## src/rtl/processador_pkg.sv

```systemverilog
// Shared encodings for the parametrised multicycle processor: opcodes, FSM steps, ALU ops.
package processador_pkg;

    localparam logic [2:0] OP_MV   = 3'b000;
    localparam logic [2:0] OP_MVI  = 3'b001;
    localparam logic [2:0] OP_ADD  = 3'b010;
    localparam logic [2:0] OP_SUB  = 3'b011;
    localparam logic [2:0] OP_AND  = 3'b100;
    localparam logic [2:0] OP_MVT  = 3'b101;
    localparam logic [2:0] OP_MVNZ = 3'b110;
    localparam logic [2:0] OP_NOP  = 3'b111;

    typedef enum logic [1:0] {
        T0 = 2'd0,
        T1 = 2'd1,
        T2 = 2'd2,
        T3 = 2'd3
    } state_t;

    typedef enum logic [1:0] {
        ALU_ADD = 2'd0,
        ALU_SUB = 2'd1,
        ALU_AND = 2'd2
    } alu_op_t;

endpackage

```

## src/rtl/processador_if.sv

```systemverilog
// Run/done instruction handshake plus the observable bus and flags of the processor.
interface processador_if #(parameter int DW = 16);
    logic          run;
    logic [DW-1:0] iin;
    logic          done;
    logic [DW-1:0] bus;
    logic          z_flag;
    logic          c_flag;

    modport master (output run, iin, input done, bus, z_flag, c_flag);
    modport slave  (input run, iin, output done, bus, z_flag, c_flag);
endinterface

```

## src/rtl/proc_alu.sv

```systemverilog
// Combinational ALU: add with carry-out, subtract with unsigned borrow, bitwise AND.
module proc_alu
    import processador_pkg::*;
#(
    parameter int DW = 16
) (
    input  alu_op_t       op,
    input  logic [DW-1:0] a,
    input  logic [DW-1:0] b,
    output logic [DW-1:0] result,
    output logic          carry,
    output logic          zero
);

    logic [DW:0] wide;

    always_comb begin
        wide   = '0;
        result = '0;
        carry  = 1'b0;
        case (op)
            ALU_ADD: begin
                wide   = {1'b0, a} + {1'b0, b};
                result = wide[DW-1:0];
                carry  = wide[DW];
            end
            // The extra MSB of a zero-extended difference is set exactly when a < b.
            ALU_SUB: begin
                wide   = {1'b0, a} - {1'b0, b};
                result = wide[DW-1:0];
                carry  = wide[DW];
            end
            ALU_AND: begin
                result = a & b;
            end
            default: begin
                result = '0;
            end
        endcase
        zero = ~|result;
    end

endmodule

```

## src/rtl/processador_param.sv

```systemverilog
// Multicycle processor: register file, A/G latches and the T0..T3 control FSM around a shared bus.
module processador_param
    import processador_pkg::*;
#(
    parameter int DW    = 16,
    parameter int NREGS = 8
) (
    input  logic          clock,
    input  logic          resetn,
    processador_if.slave  pif
);

    state_t        state_q, state_d;
    logic [DW-1:0] ir_q;
    logic [DW-1:0] a_q;
    logic [DW-1:0] g_q;
    logic          z_q, c_q;
    logic [DW-1:0] regs [NREGS];

    logic [2:0]    op, rx, ry;
    logic [DW-7:0] imm;
    logic [DW-1:0] rx_val, ry_val, bus;
    logic          done, wr_en, a_ld, g_ld;
    alu_op_t       alu_op;
    logic [DW-1:0] alu_res;
    logic          alu_carry, alu_zero;

    assign op  = ir_q[DW-1:DW-3];
    assign rx  = ir_q[DW-4:DW-6];
    assign ry  = ir_q[DW-7:DW-9];
    assign imm = ir_q[DW-7:0];

    // Indices beyond NREGS match no entry, so they read as zero.
    always_comb begin
        rx_val = '0;
        ry_val = '0;
        for (int i = 0; i < NREGS; i++) begin
            if (rx == 3'(i)) rx_val = regs[i];
            if (ry == 3'(i)) ry_val = regs[i];
        end
    end

    always_comb begin
        case (op)
            OP_SUB:  alu_op = ALU_SUB;
            OP_AND:  alu_op = ALU_AND;
            default: alu_op = ALU_ADD;
        endcase
    end

    proc_alu #(.DW(DW)) u_alu (
        .op     (alu_op),
        .a      (a_q),
        .b      (bus),
        .result (alu_res),
        .carry  (alu_carry),
        .zero   (alu_zero)
    );

    always_comb begin
        state_d = state_q;
        bus     = '0;
        done    = 1'b0;
        wr_en   = 1'b0;
        a_ld    = 1'b0;
        g_ld    = 1'b0;
        case (state_q)
            T0: begin
                if (pif.run) state_d = T1;
            end
            T1: begin
                state_d = T0;
                done    = 1'b1;
                case (op)
                    OP_MV:   begin bus = ry_val;                     wr_en = 1'b1; end
                    OP_MVI:  begin bus = {{6{1'b0}}, imm};           wr_en = 1'b1; end
                    OP_MVT:  begin bus = {imm[DW/2-1:0], {(DW/2){1'b0}}}; wr_en = 1'b1; end
                    OP_MVNZ: begin bus = ry_val;                     wr_en = ~z_q; end
                    OP_NOP:  begin bus = '0; end
                    default: begin
                        bus     = rx_val;
                        a_ld    = 1'b1;
                        done    = 1'b0;
                        state_d = T2;
                    end
                endcase
            end
            T2: begin
                bus     = ry_val;
                g_ld    = 1'b1;
                state_d = T3;
            end
            T3: begin
                bus     = g_q;
                wr_en   = 1'b1;
                done    = 1'b1;
                state_d = T0;
            end
            default: state_d = T0;
        endcase
    end

    always_ff @(posedge clock) begin
        if (!resetn) begin
            state_q <= T0;
            ir_q    <= '0;
            a_q     <= '0;
            g_q     <= '0;
            z_q     <= 1'b0;
            c_q     <= 1'b0;
            for (int i = 0; i < NREGS; i++) regs[i] <= '0;
        end else begin
            state_q <= state_d;
            if (state_q == T0 && pif.run) ir_q <= pif.iin;
            if (a_ld) a_q <= bus;
            if (g_ld) begin
                g_q <= alu_res;
                z_q <= alu_zero;
                c_q <= alu_carry;
            end
            for (int i = 0; i < NREGS; i++) begin
                if (wr_en && rx == 3'(i)) regs[i] <= bus;
            end
        end
    end

    assign pif.done   = done;
    assign pif.bus    = bus;
    assign pif.z_flag = z_q;
    assign pif.c_flag = c_q;

endmodule

```

## src/flat_wrapper.sv

```systemverilog
// flat-port wrapper written by rule: the top's interface ports become plain ports
module processador_param_flat import processador_pkg::*;
#(
    parameter int DW    = 16,
    parameter int NREGS = 8
)
  (clock, resetn, pif_run, pif_iin, pif_done, pif_bus, pif_z_flag, pif_c_flag);
  processador_if #(.DW(DW)) pif_i ();
  input  logic clock;
  input  logic resetn;
  input wire logic [$bits(pif_i.run)-1:0] pif_run;
  input wire logic [$bits(pif_i.iin)-1:0] pif_iin;
  output wire logic [$bits(pif_i.done)-1:0] pif_done;
  output wire logic [$bits(pif_i.bus)-1:0] pif_bus;
  output wire logic [$bits(pif_i.z_flag)-1:0] pif_z_flag;
  output wire logic [$bits(pif_i.c_flag)-1:0] pif_c_flag;
  assign pif_i.run = pif_run;
  assign pif_i.iin = pif_iin;
  assign pif_done = pif_i.done;
  assign pif_bus = pif_i.bus;
  assign pif_z_flag = pif_i.z_flag;
  assign pif_c_flag = pif_i.c_flag;
  processador_param #(.DW(DW), .NREGS(NREGS)) u_core (.clock(clock), .resetn(resetn), .pif(pif_i));
endmodule
```

## config.mk

```make
export PLATFORM = sky130hd
export DESIGN_NAME = processador_param_flat
export DESIGN_NICKNAME = d
export VERILOG_FILES = /design/src/rtl/processador_pkg.sv /design/src/rtl/processador_if.sv /design/src/rtl/proc_alu.sv /design/src/rtl/processador_param.sv /design/src/flat_wrapper.sv
export SDC_FILE = /design/constraint.sdc
export NUM_CORES = 1
export LEC_CHECK = 0
export ABC_CLOCK_PERIOD_IN_PS = 11400
export CAP_MARGIN = 20
export CELL_PAD_IN_SITES_DETAIL_PLACEMENT = 1
export CELL_PAD_IN_SITES_GLOBAL_PLACEMENT = 2
export CORE_MARGIN = 2
export CORE_UTILIZATION = 40
export CTS_CLUSTER_SIZE = 25
export DETAILED_ROUTE_END_ITERATION = 12
export DONT_BUFFER_PORTS = 1
export GPL_ROUTABILITY_DRIVEN = 0
export GPL_TIMING_DRIVEN = 0
export HOLD_SLACK_MARGIN = 0.15
export PLACE_DENSITY = 0.84
export SLEW_MARGIN = 40
export SYNTH_ARGS = -nofsm -noshare
export SYNTH_HDL_FRONTEND = slang
export SYNTH_SLANG_ARGS = --single-unit
```

## constraint.sdc

```tcl
create_clock -name clock -period 11.4 [get_ports clock]
set_clock_uncertainty 0.1 [all_clocks]
set_input_delay 1.14 -clock clock [delete_from_list [all_inputs] [get_ports clock]]
set_output_delay 1.14 -clock clock [all_outputs]
set_load 0.01 [all_outputs]
```

**After elaboration in Yosys (flattened, before gate mapping)**

Memory sizes are Yosys's and may differ from the RTL's.
Cells that the tools add are included.

- Bitwise operators: 10
- Add/sub/neg operators: 2
- Reductions and logical operators: 19
- Equality and inequality tests: 26
- Muxes and demuxes: 64

Operators with widths:

| operator | count |
|---|---|
| $mux 16 | 24 |
| $pmux 16 s3 | 2 |
| $pmux 16 s4 | 1 |
| $eq 3x3->1 const B | 12 |
| $mux 1 | 29 |
| $add 16x16->17 | 1 |
| $sub 16x16->17 | 1 |
| $and 16x16->16 | 1 |
| $reduce_or 16->1 | 1 |
| $eq 3x2->1 const B | 5 |
| $eq 3x1->1 const B | 3 |
| $logic_and 1x1->1 | 9 |
| $logic_not 3->1 | 3 |
| $or 1x1->1 | 8 |
| $pmux 1 s2 | 4 |
| $pmux 2 s4 | 1 |
| $eq 2x2->1 const B | 3 |
| $reduce_or 5->1 | 1 |
| $eq 2x1->1 const B | 2 |
| $logic_not 2->1 | 2 |
| $mux 2 | 2 |
| $pmux 2 s2 | 1 |
| $reduce_or 3->1 | 1 |
| $ne 2x2->1 const B | 1 |
| other kinds (3) | 3 |

- Input port bits: 19
- Bits in registers: 52
- Memories: 1
- Logic and storage cells: 128
- RAM bits: 128
- Output and inout bits: 19

Memories:

| memory | words | width | read ports | clocked after Yosys merged registers in | write ports | RTL line | text |
|---|---|---|---|---|---|---|---|
| u_core.regs | 8 | 16 | 8 | 0 | 8 | processador_param.sv:18 | `logic [DW-1:0] regs [NREGS];` |

**Longest topological paths before layout**

Gate-level depths: netlist of the first run.

- Word-level depth: 15
- Mapped depth: 21
- Mapped depth without buffers: 19

**Cells and area by module**

From an unflattened synthesis of the first run, not the netlist that was laid out.

- Cells, all modules: 1265
- Area, all modules: 11574.9 um2

By module, submodules not included:

| module | area each (um2) | sequential area each (um2) | cells each | instances |
|---|---|---|---|---|
| processador_param | 9585.4 | 4884.7 | 978 | 1 |
| proc_alu | 1989.4 | 0.0 | 287 | 1 |

**Least setup slack after synthesis of the first run**

Ideal clock, no wire load.

- Path type: register to register
- From: register u_core.ir_q[8]
- To: register u_core.z_q, in the netlist u_core.pif.z_flag
- Arrival: 4.271 ns
- Setup time: 0.069 ns
- Stages on the path, launching flop included: 20
- Period minus slack after synthesis: 4.439 ns
- Path buffers: 3
- Path slack: 6.961 ns
- Required time: 11.231 ns
- Cell sequence: dfxtp_1 buf_4 buf_2 buf_2 mux4_2 mux2i_1 a21oi_1 o21ai_0 a21boi_2 inv_1 fa_1 nor2b_2 a211oi_2 o21bai_1 a211oi_2 mux2i_1 a211o_1 nor4_2 nand4_1 o21ai_1

- Longest elaborated chain between the ends: 15
- Elaborated cells between the ends (all ways): 24
- Classes of those cells: 2 x add/sub; 7 x eq/ne; 11 x mux; 1 x bitwise; 3 x reduce/logical

RTL lines:

| element | RTL line | text |
|---|---|---|
| from (decl) | processador_param.sv:14 | `logic [DW-1:0] ir_q;` |
| from (signal assigned) | processador_param.sv:114 | `if (state_q == T0 && pif.run) ir_q <= pif.iin;` |
| $logic_not 3->1 | processador_param.sv:39 | `if (ry == 3'(i)) ry_val = regs[i];` |
| $mux 16 (7 in series) | processador_param.sv:39 |  |
| $mux 16 (*) | processador_param.sv:39 |  |
| $pmux 16 s4 | processador_param.sv:74 | `case (op)` |
| $pmux 16 s3 (*) | processador_param.sv:67 | `case (state_q)` |
| via pif_bus[1] | flat_wrapper.sv:14 | `output wire logic [$bits(pif_i.bus)-1:0] pif_bus;` |
| $sub 16x16->17, or another cell as far along | proc_alu.sv:29 | `wide = {1'b0, a} - {1'b0, b};` |
| $pmux 16 s3 (*) | proc_alu.sv:21 | `case (op)` |
| $reduce_or 16->1 (*) | proc_alu.sv:40 | `zero = ~\|result;` |
| $logic_not 1->1 (*) | proc_alu.sv:40 |  |
| to (signal assigned) | processador_param.sv:118 | `z_q <= alu_zero;` |
| to (decl) | processador_param.sv:17 | `logic z_q, c_q;` |

Mark *: on every way through the listed nets, which the timed path passes. The rest lies on a longest branch.
A chain may end at the register's enable or synchronous reset.

**Final worst setup path of the first run**

Ends and elaborated chain as after synthesis.

==> flow_metrics.tcl, run 1 <==
set metrics [dict create \
    criticalPathCategory "reg2reg" \
    setup_slack_ps 4790 \
    synth_area_um2 11300 \
    track_usage_pct 30.1 \
    synth_top_cell_area_share_pct 34.0 \
    tns_ps 0 \
    cts_tree "done" \
    hold_viol 0 \
    dr.pass1.iters 5 \
    cp-end-kind "flip-flop" \
    post-cts-setup-buffers 0 \
    synth_area_leaders "edfxtp_1 34%, dfxtp_1 9.2%, mux4_2 7.0%, nor2_1 5.9%, a21oi_1 5.1%" \
    power.leakage_nw 4.58 \
    syn_nets 1220 \
    cts_hold_buf 0 \
    io_pins 38 \
    layout_commonest_cell "nor2_1" \
    r2r_end "u_core.pif.z_flag" \
    slew_violations 0 \
    yosysUniqueCellTypes 86 \
    wl_per_cell_um 27.7 \
    final_nets 1242 \
    cts_root_buf "clkbuf_16" \
    ctsLongestPathBuffers 2 \
    synth-edff-count 128 \
    critPathMaxStageDelay_ps 630 \
    coreArea_um2 27800 \
    clk_latency_ps 450 \
    ant_nets 0 \
    viasPerCell 6.35 \
    via_count 10000 \
    setup_viol 0 \
    rsz0062_at_grt "false" \
    slowest_stage "a21boi_2" \
    period_share_pct 58.0 \
    fmax_mhz 151 \
    antenna_found_initial 0 \
    critPathRequiredTime_ps 11630 \
    max-vdd-ir-drop_mv 0.0694 \
    fp.dieW_um 172 \
    start_util_pct 40.7 \
    layout-area-overhead-vs-synth_pct 10.1 \
    grt_max_degree 17 \
    dp_hpwl_um 32400 \
    syn_inst 1164 \
    min_path_type "reg2reg" \
    grt_overflow 0 \
    ys_seq_area_share_pct 43.2 \
    worst-path-buf-inv 4 \
    cts_sinks 180 \
    ys_async_sr_fraction_pct 0 \
    fillers 3152 \
    ys_ff_latch 180 \
    routed_wl_um 43800 \
    whs_endpoint "u_core.g_q[10]" \
    rows 61 \
    die-area_um2 29600 \
    pre_cts_ws_ps 4870 \
    ys_warn_count 0 \
    crit_family "compound AO/OA/AOI/OAI gates" \
    grt_pass1_vias 10000 \
    min_from "u_core.g_q[10]" \
    portBuffers 0 \
    cap_violations 0 \
    post-route-drc-count 0 \
    clk_pin_slew_ps 70 \
    critPathLaunchType "flip-flop" \
    cp.arrival_ps 6850 \
    yosys.area.top_type "edfxtp_1" \
    r2r_slack_ps 4790 \
    p_per_area_nw_per_um2 133 \
    status "finished clean" \
    maxSlewHeadroom_pct 38.7 \
    drt_iter0_markers 1006 \
    whs_path_depth 2 \
    grt_pass1_wl_um 64500 \
    final.min_clock_period_ps 6610 \
    layout_common_cells "177 x nor2_1, 128 x edfxtp_1, 116 x a21oi_1, 103 x nand2_1, 60 x o21ai_0" \
    htree_levels 4 \
    cts_resized 0 \
    r2r_cells 19 \
    cp_max_fo 10 \
    synthFlopType "edfxtp_1" \
    drive_above_1_share_pct 13.3 \
    antenna_cells 0 \
    syn_avg_cell_area_um2 9.70 \
    reg2reg_from "u_core.ir_q[8]" \
    tightestPinTransition_ps 917 \
    cts_buffers 17 \
    die-height_um 172 \
    path_cells "buf_4, buf_2, buf_2, mux4_2, mux2i_1, a21oi_1, o21ai_0, a21boi_2, inv_1, fa_1, nand3b_1, a2bb2oi_1, o31ai_2, o31ai_1, mux2i_1, o2bb2ai_1, a211oi_2, nand4_1, o21ai_1" \
]
-- worst min-delay path, stage by stage, from the launching register on --
cell and delay, ps:
dfxtp_1 330, nand2_1 60, a21oi_1 50
-- routing by layer --
layer | wire, um | global-route usage, % | vias to the layer above
met2 | 19800 | 47.7 | 515
met3 | 3850 | 6.09 | 94
met5 | 0 | 0 | -
met1 | 18500 | 40.9 | 5075
li1 | - | - | 4328
met4 | 1550 | 11.2 | 0
-- report_power, final --
group,internal [mW],switching (mW)
registers,0.728,0.0189
logic,0.104,0.224
clock network,0.308,0.275
-- cells by family (layout without fill, tap and decap cells) --
| logic type | Yosys count | after routing | share of synthesized area [%] |
|---|---|---|---|
| buffers and inverters | 136 | 171 | 5.58 |
| xor gates and xnor gates | 2 | 2 | 0.155 |
| adders and majority gates | 37 | 37 | 4.23 |
| and+or+nand+nor | 389 | 389 | 15.4 |
| muxes | 81 | 81 | 11.1 |
| AOI/OAI and AO/OA | 339 | 339 | 20.2 |
| DFF | 180 | 180 | 43.2 |
-- final cells by class --
cell class	instances	area, um2	share of cell area (%)
multi-input combinational	848	5850	47.1
sequential	180	4880	39.3
tap	378	473	3.80
buffer	88	452	3.63
clock buffer	21	450	3.62
inverter	48	180	1.45
clock inverter	11	104	0.835
timing repair buffer	3	33.8	0.272
-- worst max-delay path by stage --
stage / from / to / slack [ps] / cells past startpoint
global route: u_core.ir_q[8] / u_core.pif.z_flag / 4540 / 19
CTS: u_core.ir_q[8] / u_core.pif.z_flag / 4850 / 19
detailed placement: u_core.ir_q[8] / u_core.pif.z_flag / 4870 / 19
floorplan: u_core.ir_q[8] / u_core.pif.z_flag / 6960 / 19
finish: u_core.ir_q[8] / u_core.pif.z_flag / 4790 / 19
global placement: u_core.ir_q[8] / u_core.pif.z_flag / 4990 / 19
-- synth_stat cells (3+ instances only) --
cell type	count
nor2_1	178
edfxtp_1	128
a21oi_1	116
nand2_1	109
o21ai_0	61
dfxtp_1	52
clkbuf_1	48
inv_1	47
mux2i_1	38
ha_1	35
mux4_2	35
a211oi_1	20
buf_2	20
nand3_1	18
nor2b_1	15
nand2b_1	14
a221oi_1	13
nor3_1	13
o211ai_1	11
a22oi_1	10
a21boi_2	9
a211o_1	8
a21o_1	8
a221o_1	8
a22o_1	8
buf_6	8
mux2_2	8
nand4_1	8
o31ai_1	7
buf_1	6
a31oi_1	5
o21ai_1	5
o21bai_1	5
o22ai_1	5
and2_1	4
or3_1	4
a211oi_2	3
and3b_1	3
buf_4	3
nor4_1	3
o211a_1	3
o21a_1	3
-- through the flow --
stage	hold slack [ps]	area, um2	util (%)	total power [mW]	instances
detailed placement	373	11900	42.7	1.08	1545
global placement	366	11800	42.4	1.07	1542
finish	381	12400	44.7	1.66	1577
global route	411	12400	44.7	1.70	1577
floorplan	337	11300	-	0.962	1164
CTS	385	12400	44.7	1.65	1577
-- flip-flops by register name, summed over array words and instances, names as in the netlist, named ones only --
register	cells
u_core.a_q	16
u_core.pif.c_flag	1
u_core.regs	128
u_core.g_q	16
u_core.ir_q	16
u_core.pif.z_flag	1
u_core.state_q	1
Power figures use the tool's default switching activity.
==> inputs of run 2 (changes only) <==
--- a/config.mk
+++ b/config.mk
@@ -5,12 +5,12 @@
 export SDC_FILE = /design/constraint.sdc
 export NUM_CORES = 1
 export LEC_CHECK = 0
-export ABC_CLOCK_PERIOD_IN_PS = 11400
+export ABC_CLOCK_PERIOD_IN_PS = 5700
 export CAP_MARGIN = 20
 export CELL_PAD_IN_SITES_DETAIL_PLACEMENT = 1
 export CELL_PAD_IN_SITES_GLOBAL_PLACEMENT = 2
 export CORE_MARGIN = 2
-export CORE_UTILIZATION = 40
+export CORE_UTILIZATION = 38
 export CTS_CLUSTER_SIZE = 25
 export DETAILED_ROUTE_END_ITERATION = 12
 export DONT_BUFFER_PORTS = 1
==> constraint.sdc (replaced) <==
create_clock -name clock -period 5.7 [get_ports clock]
set_clock_uncertainty 0.1 [all_clocks]
set_input_delay 0.57 -clock clock [delete_from_list [all_inputs] [get_ports clock]]
set_output_delay 0.57 -clock clock [all_outputs]
set_load 0.01 [all_outputs]
==> flow_metrics.tcl, run 2 (synthesized netlist as in run 1, its figures left out) <==
set metrics [dict create \
    hold_viol 0 \
    top_register "u_core.regs" \
    die-area_um2 31100 \
    p_total_mw 3.41 \
    grt_overflow 0 \
    tns_ps 0 \
    dr.max_layer_used "met5" \
    setup_viol 0 \
    cts_sinks 180 \
    fin_area_um2 12700 \
    rows 63 \
    path_depth 19 \
    crit_end "u_core.pif.z_flag" \
    ctsLongestPathBuffers 2 \
    crit_family "compound AO/OA/AOI/OAI gates" \
    criticalPathCategory "reg2reg" \
    portBuffers 0 \
    maxSlewHeadroom_pct 45.4 \
    cap_violations 0 \
    p_per_area_nw_per_um2 269 \
    cp-end-kind "flip-flop" \
    track_usage_pct 28.8 \
    cp_max_fo 10 \
    whs_path_depth 2 \
    final_core_util_pct 43.1 \
    cts_buffers 17 \
    power.leakage_nw 4.74 \
    clk_latency_ps 460 \
    period_share_pct 95.1 \
    max-vdd-ir-drop_mv 0.202 \
    slowest_stage "fa_1" \
    slew_violations 0 \
    worst-path-buf-inv 4 \
    r2r_slack_ps 280 \
    setup_slack_ps 277 \
    r2r_cells 19 \
    grt_max_degree 22 \
    antenna_cells 0 \
    dp_hpwl_um 32800 \
    clk_pin_slew_ps 80 \
    io_pins 38 \
    met2_length_um 20100 \
    largest_reg_flops 128 \
    antenna_found_initial 1 \
    dr.pass1.iters 5 \
    htree_levels 4 \
    drive_above_1_share_pct 15.1 \
    met3_length_um 3510 \
    via_count 9965 \
    tightestPinTransition_ps 819 \
    layout_common_cells "176 x nor2_1, 128 x edfxtp_1, 115 x a21oi_1, 103 x nand2_1, 59 x o21ai_0" \
    cp.arrival_ps 5670 \
    viasPerCell 6.23 \
    critPathLaunchType "flip-flop" \
    grt_pass1_vias 10100 \
    fp.dieW_um 176 \
    die-height_um 176 \
    drt_iter0_markers 1160 \
    status "finished clean" \
    critPathMaxStageDelay_ps 500 \
    post-route-drc-count 0 \
    cts_tree "done" \
    layout_commonest_cell "nor2_1" \
    min_from "pif_iin[8]" \
    final_nets 1252 \
    start_util_pct 38.3 \
    fmax_mhz 184 \
    layout-area-overhead-vs-synth_pct 12.5 \
    coreArea_um2 29500 \
    final.min_clock_period_ps 5420 \
    grt_pass1_wl_um 65700 \
    wl_per_cell_um 27.6 \
    detail_route.wirelength.met1_um 18800 \
    ant_nets 0 \
    final-instance-count-excl-fill 1599 \
    path_cells "buf_4, buf_4, buf_6, mux4_2, mux2i_4, a21oi_1, o21ai_1, a21boi_4, inv_1, fa_1, nand3b_1, a2bb2oi_1, o31ai_2, o31ai_1, mux2i_1, o2bb2ai_2, a211oi_2, nand4_1, o21ai_1" \
    cp-startpoint "u_core.ir_q[8]" \
    fin_hold_ws_ps 147 \
    dp.cells 1557 \
    dpl-instance-area_um2 11900 \
    routed_wl_um 44200 \
    reg2reg_from "u_core.ir_q[8]" \
    r2r_end "u_core.pif.z_flag" \
    min_path_type "in2reg" \
    pre_cts_ws_ps -1020 \
    critPathRequiredTime_ps 5950 \
    cts_root_buf "clkbuf_16" \
]
==> run 2: where the power goes <==
part	total, mW	internal (mW)	switching [mW]
Combinational	0.677	0.222	0.455
Sequential	1.49	1.46	0.0389
Clock	1.24	0.603	0.640
==> run 2: worst min-delay path by stage <==
stage                       to  slack [ps]
2_1_floorplan   u_core.g_q[10]         340
3_3_place_gp    u_core.g_q[10]         360
3_5_place_dp    u_core.g_q[10]         370
4_1_cts         u_core.ir_q[0]         150
5_1_grt        u_core.ir_q[15]         150
6_report        u_core.ir_q[8]         150
==> run 2: layout make-up <==
type / instances / area, um2
Buffer: 88 / 470
Clock buffer: 17 / 425
Clock inverter: 15 / 183
Fill cell: 3341 / 16800
Inverter: 48 / 180
Multi-Input combinational cell: 848 / 5950
Sequential cell: 180 / 4890
Tap cell: 390 / 488
Timing Repair Buffer: 13 / 118
==> run 2: timing repair <==
action	4_1_cts	5_1_grt
resized for setup	13	19
endpoints found under the hold margin	2	0
hold buffers	2	0
setup buffers	4	4
endpoints found under the setup margin	14	7
==> run 2: layer usage <==
layer	up-vias	track usage, %
li1	4348	-
met1	5063	38.1
met2	445	44.9
met3	107	6.65
met4	2	13.4
met5	-	0
